$ cat src/rtl/apb_arb_pkg.sv
// Shared types for the APB round-robin master: FSM state encoding and the latched command.
package apb_arb_pkg;

    localparam int AW_DEF = 32;
    localparam int DW_DEF = 32;
    // Command latch is sized for the widest supported bus; the top slices out AW/DW.
    localparam int AW_MAX = 64;
    localparam int DW_MAX = 64;

    typedef enum logic [1:0] {
        IDLE   = 2'd0,
        SETUP  = 2'd1,
        ACCESS = 2'd2
    } apb_state_t;

    typedef struct packed {
        logic              write;
        logic [AW_MAX-1:0] addr;
        logic [DW_MAX-1:0] wdata;
    } apb_cmd_t;

endpackage

$ cat src/rtl/apb_arb_master_rr_arbiter.sv
// Round-robin arbiter: combinational grant searched from an internal pointer,
// pointer moves past the winner only when the grant is consumed.
module rr_arbiter #(
    parameter  int NREQ = 4,
    localparam int IW   = $clog2(NREQ)
) (
    input  logic            clk,
    input  logic            ptr_rst,
    input  logic [NREQ-1:0] req,
    input  logic            advance,
    output logic [NREQ-1:0] grant_onehot,
    output logic [IW-1:0]   grant_idx
);

    logic [IW-1:0] r_ptr;
    logic          w_found;

    always_comb begin
        int            c;
        logic [IW-1:0] ci;
        c         = 0;
        ci        = '0;
        w_found   = 1'b0;
        grant_idx = '0;
        for (int i = 0; i < NREQ; i++) begin
            c = int'(r_ptr) + i;
            if (c >= NREQ) c = c - NREQ;
            ci = IW'(c);
            if (!w_found && req[ci]) begin
                w_found   = 1'b1;
                grant_idx = ci;
            end
        end
        grant_onehot = w_found ? (NREQ'(1) << grant_idx) : '0;
    end

    always_ff @(posedge clk) begin
        if (ptr_rst) begin
            r_ptr <= '0;
        end else if (advance && w_found) begin
            r_ptr <= (grant_idx == IW'(NREQ - 1)) ? '0 : grant_idx + 1'b1;
        end
    end

endmodule

$ cat src/rtl/apb_arb_master.sv
// APB master shared by NREQ requesters: round-robin accept, SETUP/ACCESS sequencing with
// PREADY wait states, one-cycle response pulse back to the issuing requester.
module apb_arb_master
    import apb_arb_pkg::*;
#(
    parameter int NREQ = 4,
    parameter int AW   = AW_DEF,
    parameter int DW   = DW_DEF
) (
    input  logic              clk,
    input  logic              PRESET,
    input  logic [NREQ-1:0]   req_valid,
    input  logic [NREQ-1:0]   req_write,
    input  logic [NREQ*AW-1:0] req_addr,
    input  logic [NREQ*DW-1:0] req_wdata,
    output logic [NREQ-1:0]   req_ready,
    output logic [NREQ-1:0]   rsp_valid,
    output logic [DW-1:0]     rsp_rdata,
    output logic              rsp_err,
    output logic              PSEL1,
    output logic              PENABLE,
    output logic              PWRITE,
    output logic [AW-1:0]     PADDR,
    output logic [DW-1:0]     PWDATA,
    input  logic [DW-1:0]     PRDATA,
    input  logic              PREADY,
    input  logic              PSLVERR
);

    localparam int IW = $clog2(NREQ);

    apb_state_t      r_state;
    apb_cmd_t        r_cmd;
    logic [IW-1:0]   r_owner;
    logic            r_psel;
    logic            r_penable;
    logic [NREQ-1:0] r_rsp_valid;
    logic [DW-1:0]   r_rsp_rdata;
    logic            r_rsp_err;

    logic [NREQ-1:0] w_grant;
    logic [IW-1:0]   w_gidx;
    logic            w_accept;
    apb_cmd_t        w_cmd;
    logic [AW-1:0]   w_addr_arr  [NREQ];
    logic [DW-1:0]   w_wdata_arr [NREQ];
    logic            w_unused_cmd;

    for (genvar g = 0; g < NREQ; g++) begin : g_unpack
        assign w_addr_arr[g]  = req_addr[g*AW +: AW];
        assign w_wdata_arr[g] = req_wdata[g*DW +: DW];
    end

    // A new command is taken from IDLE, or in the PREADY cycle of ACCESS to keep PSEL1 high.
    assign w_accept  = !PRESET && (|req_valid) &&
                       ((r_state == IDLE) || ((r_state == ACCESS) && PREADY));
    assign req_ready = w_accept ? w_grant : '0;

    rr_arbiter #(.NREQ(NREQ)) u_arb (
        .clk          (clk),
        .ptr_rst      (PRESET),
        .req          (req_valid),
        .advance      (w_accept),
        .grant_onehot (w_grant),
        .grant_idx    (w_gidx)
    );

    always_comb begin
        w_cmd       = '0;
        w_cmd.write = req_write[w_gidx];
        w_cmd.addr  = AW_MAX'(w_addr_arr[w_gidx]);
        w_cmd.wdata = DW_MAX'(w_wdata_arr[w_gidx]);
    end

    always_ff @(posedge clk) begin
        if (PRESET) begin
            r_state     <= IDLE;
            r_cmd       <= '0;
            r_owner     <= '0;
            r_psel      <= 1'b0;
            r_penable   <= 1'b0;
            r_rsp_valid <= '0;
            r_rsp_rdata <= '0;
            r_rsp_err   <= 1'b0;
        end else begin
            r_rsp_valid <= '0;
            case (r_state)
                IDLE: begin
                    if (w_accept) begin
                        r_cmd   <= w_cmd;
                        r_owner <= w_gidx;
                        r_psel  <= 1'b1;
                        r_state <= SETUP;
                    end
                end
                SETUP: begin
                    r_penable <= 1'b1;
                    r_state   <= ACCESS;
                end
                ACCESS: begin
                    if (PREADY) begin
                        r_penable   <= 1'b0;
                        r_rsp_valid <= NREQ'(1) << r_owner;
                        r_rsp_rdata <= r_cmd.write ? '0 : PRDATA;
                        r_rsp_err   <= PSLVERR;
                        if (w_accept) begin
                            r_cmd   <= w_cmd;
                            r_owner <= w_gidx;
                            r_state <= SETUP;
                        end else begin
                            r_psel  <= 1'b0;
                            r_state <= IDLE;
                        end
                    end
                end
                default: r_state <= IDLE;
            endcase
        end
    end

    assign PSEL1     = r_psel;
    assign PENABLE   = r_penable;
    assign PWRITE    = r_cmd.write;
    assign PADDR     = r_cmd.addr[AW-1:0];
    assign PWDATA    = r_cmd.wdata[DW-1:0];
    assign rsp_valid = r_rsp_valid;
    assign rsp_rdata = r_rsp_rdata;
    assign rsp_err   = r_rsp_err;

    // Latch bits above AW/DW are constant zero.
    assign w_unused_cmd = ^{r_cmd.addr, r_cmd.wdata};

    enable_ch: assert property (@(posedge clk) disable iff (PRESET)
        PENABLE |-> (PSEL1 && $past(PSEL1)))
        else $error("enable_ch violated");

    stable_ch: assert property (@(posedge clk) disable iff (PRESET)
        (PSEL1 && (!PENABLE || !PREADY)) |=>
        (PENABLE && $stable(PADDR) && $stable(PWRITE) && $stable(PWDATA)))
        else $error("stable_ch violated");

    enable_deassert_ch: assert property (@(posedge clk) disable iff (PRESET)
        (PENABLE && PREADY) |=> !PENABLE)
        else $error("enable_deassert_ch violated");

endmodule

$ cat config.mk
export PLATFORM = sky130hd
export DESIGN_NAME = apb_arb_master
export DESIGN_NICKNAME = d
export VERILOG_FILES = /design/src/rtl/apb_arb_pkg.sv /design/src/rtl/apb_arb_master_rr_arbiter.sv /design/src/rtl/apb_arb_master.sv
export SDC_FILE = /design/constraint.sdc
export NUM_CORES = 1
export LEC_CHECK = 0
export ABC_AREA = 1
export BUFFER_PORTS_ARGS = -buffer_cell sky130_fd_sc_hd__buf_2
export CORE_AREA = 2 2 157 159
export CTS_BUF_LIST = sky130_fd_sc_hd__clkbuf_8
export DETAILED_ROUTE_END_ITERATION = 8
export DIE_AREA = 0 0 159 161
export GPL_TIMING_DRIVEN = 0
export HOLD_SLACK_MARGIN = 0.15
export SETUP_SLACK_MARGIN = 0.5
export SYNTH_ARGS = -nofsm -noshare
export SYNTH_HDL_FRONTEND = slang
export SYNTH_SLANG_ARGS = --single-unit
$ cat constraint.sdc
create_clock -name clk -period 2.2 [get_ports clk]
set_input_delay 0.22 -clock clk [delete_from_list [all_inputs] [get_ports clk]]
set_output_delay 0.22 -clock clk [all_outputs]
set_load 0.01 [all_outputs]
== Word level (Yosys, flattened, before mapping) ==
Index checks and enable logic that the tools add are counted.
Operators by class
  add/subtract/negate cells: 8
  magnitude comparators: 10
  equality and inequality tests: 6
  shift-type cells: 2
  mux-type cells: 48
  bitwise logic cells: 3
  reduce and logical (&&, ||, !) cells: 22
Operators with widths (number)
  129-bit two-way mux: 2
  129-bit case mux with 2 select lines: 1
  32-bit two-way mux: 5
  32-bit binary-select mux with 2-bit select: 2
  2-bit two-way mux: 13
  2-bit by 3-bit less-than comparator with 1-bit output (second input constant): 5
  1-bit two-way mux: 14
  3-bit greater-or-equal comparator (second input constant): 4
  1-bit binary-select mux with 2-bit select: 5
  4-bit two-way mux: 2
  2-bit AND reduction: 4
  1-bit by 2-bit left shift with 4-bit output (first input constant): 2
  2-bit by 1-bit subtractor with 2-bit output (second input constant): 4
  1-bit logical AND: 7
  2-bit by 2-bit adder with 3-bit output (second input constant): 2
  2-bit case mux with 3 select lines: 1
  2-bit == test (second input constant): 2
  1-bit zero test: 4
  2-bit inequality test (second input constant): 2
  1-bit case mux with 2 select lines: 2
  2-bit case mux with 2 select lines: 1
  4-bit AND reduction: 1
  2-bit nonzero test: 2
  4-bit OR reduction: 1
  10 further kinds: 11
Word-level totals
  flip-flop bits (word level): 174
  input port bits: 300
  logic and storage cells: 110

== Logic depth before layout (Yosys ltp) ==
  depth after elaboration: 21
  mapped depth: 17
  mapped depth without buffers: 14

== Hierarchy ==
A second synthesis with hierarchy kept.
Second synthesis, totals
  cells, all modules: 1324
  area, all modules: 7235.7 um^2
By module, submodules not included
  apb_arb_master: instances 1, cells an instance 1243, area each 6739.0 um^2, seq. area each 2162.1 um^2
  rr_arbiter: instances 1, cells an instance 81, area each 496.7 um^2, seq. area each 40.0 um^2

== Worst setup path before layout ==
Ideal clock, no wire load.
  kind: reg-to-output
  start point: register u_arb.r_ptr[0]
  end point: output req_ready[3]
  arrival: 1.686 ns
  required time: 1.980 ns
  setup slack: 0.294 ns
  cell stages (with the launch flop): 13
  buffers on the path: 2
  cells stage by stage: dfxtp_1 > buf_4 > inv_4 > nand2_1 > nand2_1 > nand2_1 > nand2_1 > nand4_1 > nand3_2 > buf_1 > ha_1 > inv_1 > nor2_1
Between the ends
  cells in the longest elaborated chain, start to end: 17
  elaborated cells between the ends (all ways): 40
Ends and longest elaborated chain
  start, declared: line apb_arb_master_rr_arbiter.sv:15  | logic [IW-1:0] r_ptr;
  start signal, assigned: line apb_arb_master_rr_arbiter.sv:41  | r_ptr <= (grant_idx == IW'(NREQ - 1)) ? '0 : grant_idx + 1'b1;
  parallel branches: the longest is 15 deep, another holds 2-bit by 1-bit adder with 3-bit output
  4-bit two-way mux (*): line apb_arb_master_rr_arbiter.sv:34  | grant_onehot = w_found ? (NREQ'(1) << grant_idx) : '0;
  4-bit two-way mux (*): line apb_arb_master.sv:57  | assign req_ready = w_accept ? w_grant : '0;
  end, declared: line apb_arb_master.sv:16  | output logic [NREQ-1:0] req_ready,
Mark *: on every way between the ends. The select of a mux whose other input is x is not followed.

== Final worst setup path ==
  start point: register u_arb.r_ptr[0]
  end point: register r_cmd (netlist bit PWDATA[24])
Between the ends
  cells in the longest elaborated chain, start to end: 21
  elaborated cells between the ends (all ways): 43
Ends and longest elaborated chain
  parallel branches: the longest is 13 deep, another holds 2-bit by 1-bit adder with 3-bit output
  2-bit two-way mux (*): line apb_arb_master_rr_arbiter.sv:29  | if (!w_found && req[ci]) begin
  2-bit NOT with 3-bit output (not written as such) (*): line apb_arb_master.sv:72  | w_cmd.wdata = DW_MAX'(w_wdata_arr[w_gidx]);
  32-bit binary-select mux with 2-bit select (*): line apb_arb_master.sv:72
  32-bit two-way mux (not written as such) (*) (2 in a row): line apb_arb_master.sv:72
  129-bit two-way mux (*): line apb_arb_master.sv:89, apb_arb_master.sv:106
  129-bit two-way mux: line apb_arb_master.sv:101  | if (PREADY) begin
  129-bit case mux with 2 select lines (*): line apb_arb_master.sv:87  | case (r_state)
  end signal, assigned: line apb_arb_master.sv:90  | r_cmd <= w_cmd;
  end signal, assigned: line apb_arb_master.sv:107  | r_cmd <= w_cmd;
  end, declared: line apb_arb_master.sv:33  | apb_cmd_t r_cmd;
Marked as above.
A chain may end at the register's enable or synchronous reset.

==> run summary <==
synthesized flop and latch total -> 110
CTS clock-pin slew for the worst setup and hold paths -> 0.12 ns
RR Endpoint -> PWDATA[24]$_SDFFE_PP0P_
Critical Path RT -> 2.51 ns
TritonCTS clock tree -> done
storage element area -> 2210 µm²
# IOs -> 408
Post-DP HPWL -> 26900 µm
fin nets -> 2175
Seq/Total Area, Yosys -> 0.280
R2R depth -> 17
worst slew pin tran -> 0.834 ns
Worst Clk Skew -> 0.0196 ns
HP Class -> input port to register
Finished Layout Cells -> 2206
synth unique cells -> 24
port bufs -> 406
1st-iter DRT viols -> 686
vias per cell -> 4.81
chip width -> 159 µm
Clock Latency Late Sink -> 0.40 ns
total grt overflow -> 0
RSZ-0062 raised after global routing -> true
clock sink count -> 110
flop2flop setup slack -> -0.18 ns
Leak -> 7.32 nW
maxcap violations -> 0
pre-CTS setup slack -> -0.273 ns
Hold Startpoint -> req_addr[91]
Critical Path End -> PWDATA[24]$_SDFFE_PP0P_
failing checks -> negative setup slack
wire length per cell -> 16.4 µm
Yosys warnings -> 0
max incr delay on CP -> 0.35 ns
final wirelength -> 36100 µm
cell mode on critical path -> buf_6
Startpoint Class -> register
worst r2r src -> u_arb.r_ptr[0]$_SDFFE_PP0P_
row count -> 57
CTS buffer count -> 9
detailed-route via count -> 10600
Tcrit/Tclk final -> 1.08
worst setup path startpoint -> u_arb.r_ptr[0]$_SDFFE_PP0P_
Pwr Density -> 936 nW/µm²
first-pass GRT wire length -> 52600 µm
clock buffer depth -> 2
final hold vios -> 0
largest net degree at the start of global routing -> 21
post-synthesis net count -> 1685
Cell Area, Synth -> 7880 µm²
Syn Area/Cell -> 5.69 µm²
GRT Util Overall -> 0.261
vias in the first global route -> 10000
Pre-Repair DR Iteration Count -> 6
f_max -> 421 MHz
initial antenna violation count -> 7
VDD IR max -> 0.419 mV
Crit. End Element -> register
max-slew violations -> 0
critical-path maximum fanout -> 8
Die Y -> 161 µm
GPL Wtd Cong -> 0.941
Syn Inst Count -> 1384
Fill cells -> 2562
initial cell density of the core -> 0.329
final setup vio count -> 24
final antenna-violating net count -> 0
CP arrival -> 2.69 ns
die area -> 25600 µm²
status -> complete, but fails checks
CP max stage cell -> dfxtp_2
multi-input logic area -> 4220 µm²
dpl cells -> 2114
Sum Neg Setup Slack -> -1.90 ns
placed instance area -> 10400 µm²
setup ws final -> -0.178 ns
fin crit period -> 2.38 ns
area grow syn2layout -> 54.5%
Finished Cell Area -> 12200 µm²
CP cell instances -> buf_8 -> inv_8 -> nand2_4 -> nand2_4 -> buf_4 -> a31oi_4 -> nand3_4 -> buf_6 -> buf_6 -> buf_6 -> buf_12 -> buf_12 -> buf_8 -> nand3_1 -> nand3_1 -> nand2_1 -> inv_1
DRC -> 0
Max-slew headroom -> 0.444
CTS H-Tree Depth -> 3
share of post-route cells with drive strength above 1 -> 0.330
Setup Crit Path Kind -> register to register
core area -> 24000 µm²
clk root buf -> clkbuf_8
## critical path: cells and delay by family, from the launching register on
kind            cells  cell delay [ns]
buf+inv            10             1.16
simple gates        6             0.56
flops               1             0.35
compound gates      1             0.20
## cell usage in the layout (no fill, tap or decap), drive strengths merged
master and count:
nor3 6, a31oi 1, inv 351, nor2 140, dlygate4sd3 34, dfxtp 110
o21ai 35, a21oi 6, o21bai 1, nand3 236, clkinv 2, clkbuf 60
diode 3, nand2 259, buf 501, a211oi 1, bufinv 1, nand4 133
ha 1, clkinvlp 1
## synthesized netlist by cell type
master,number,area share
a31oi_1,1,0.00079
buf_6,9,0.013
nand2_2,1,0.00079
inv_2,5,0.0024
buf_4,11,0.010
nand2_1,258,0.12
o21ai_0,35,0.022
a211oi_1,1,0.00095
clkbuf_1,39,0.019
buf_2,41,0.026
nor3_2,1,0.0013
inv_1,341,0.16
o21bai_1,1,0.00095
inv_4,1,0.00079
nor3_1,5,0.0032
ha_1,1,0.0016
a21oi_1,6,0.0038
nand3_1,233,0.15
dfxtp_1,110,0.28
buf_1,7,0.0033
nand4_1,133,0.11
nor2_1,140,0.067
nand3_2,3,0.0038
clkinv_1,1,0.00048
## layer usage
metal	track usage	wire length [µm]
met2	0.465	17900
met1	0.314	15000
met3	0.0534	2390
met4	0.0864	780
met5	0	57
## worst min path at each step
| stage | to | slack, ns | cells past startpoint |
|---|---|---|---|
| CTS | PADDR[23]$_SDFFE_PP0P_ | 0.19 | 7 |
| detailed placement | rsp_valid[1]$_SDFF_PP0_ | 0.44 | 1 |
| global placement | rsp_valid[1]$_SDFF_PP0_ | 0.43 | 1 |
| floorplan | rsp_err$_SDFFE_PP0P_ | 0.35 | 2 |
| finish | PADDR[27]$_SDFFE_PP0P_ | 0.20 | 7 |
| global route | PADDR[29]$_SDFFE_PP0P_ | 0.21 | 7 |
## registers in the layout (all words and copies together) (netlist names), 2 cells and up
name / flops
u_arb.r_ptr: 2
PWDATA: 32
r_state: 2
rsp_valid: 4
rsp_rdata: 32
r_owner: 2
PADDR: 32
## area by class of cell
class,count,area share
sequential,110,0.181
inverter,348,0.109
clock buffer,9,0.0102
antenna,3,0.000617
multi-input combinational,819,0.347
buffer,107,0.0686
tap,324,0.0333
timing repair buffer,479,0.242
clock inverter,7,0.00730
## metrics by stage
stage	util	hold WS (ns)	power [W]
after floorplan	-	0.355	0.00610
after global placement	0.432	0.435	0.00789
after detailed placement	0.432	0.440	0.00792
after CTS	0.469	0.188	0.00987
after global routing	0.508	0.211	0.0122
final	0.508	0.203	0.0114
## kinds of logic after synthesis
group / count (synthesis) / synth area share
buffers and inverters: 455 / 0.238
AO/OA/AOI/OAI: 44 / 0.0288
adder cells (fa/ha/maj): 1 / 0.00159
flip-flops: 110 / 0.280
AND/OR/NAND/NOR: 774 / 0.452
## power breakdown
group          switching, W  internal (W)  total [W]
Clock              0.000829      0.000558    0.00139
Combinational       0.00417       0.00338    0.00755
Sequential         0.000172       0.00228    0.00245
## repair_timing
action | 4_1_cts | 5_1_grt
resized for setup | 65 | 141
buffers inserted | 15 | 12
hold buffers | 34 | 0
setup endpoints to repair | 74 | 75
pin swaps | 12 | 41
hold endpoints to repair | 34 | 0
gates cloned | 0 | 12
(Power assumes the default switching activity.)
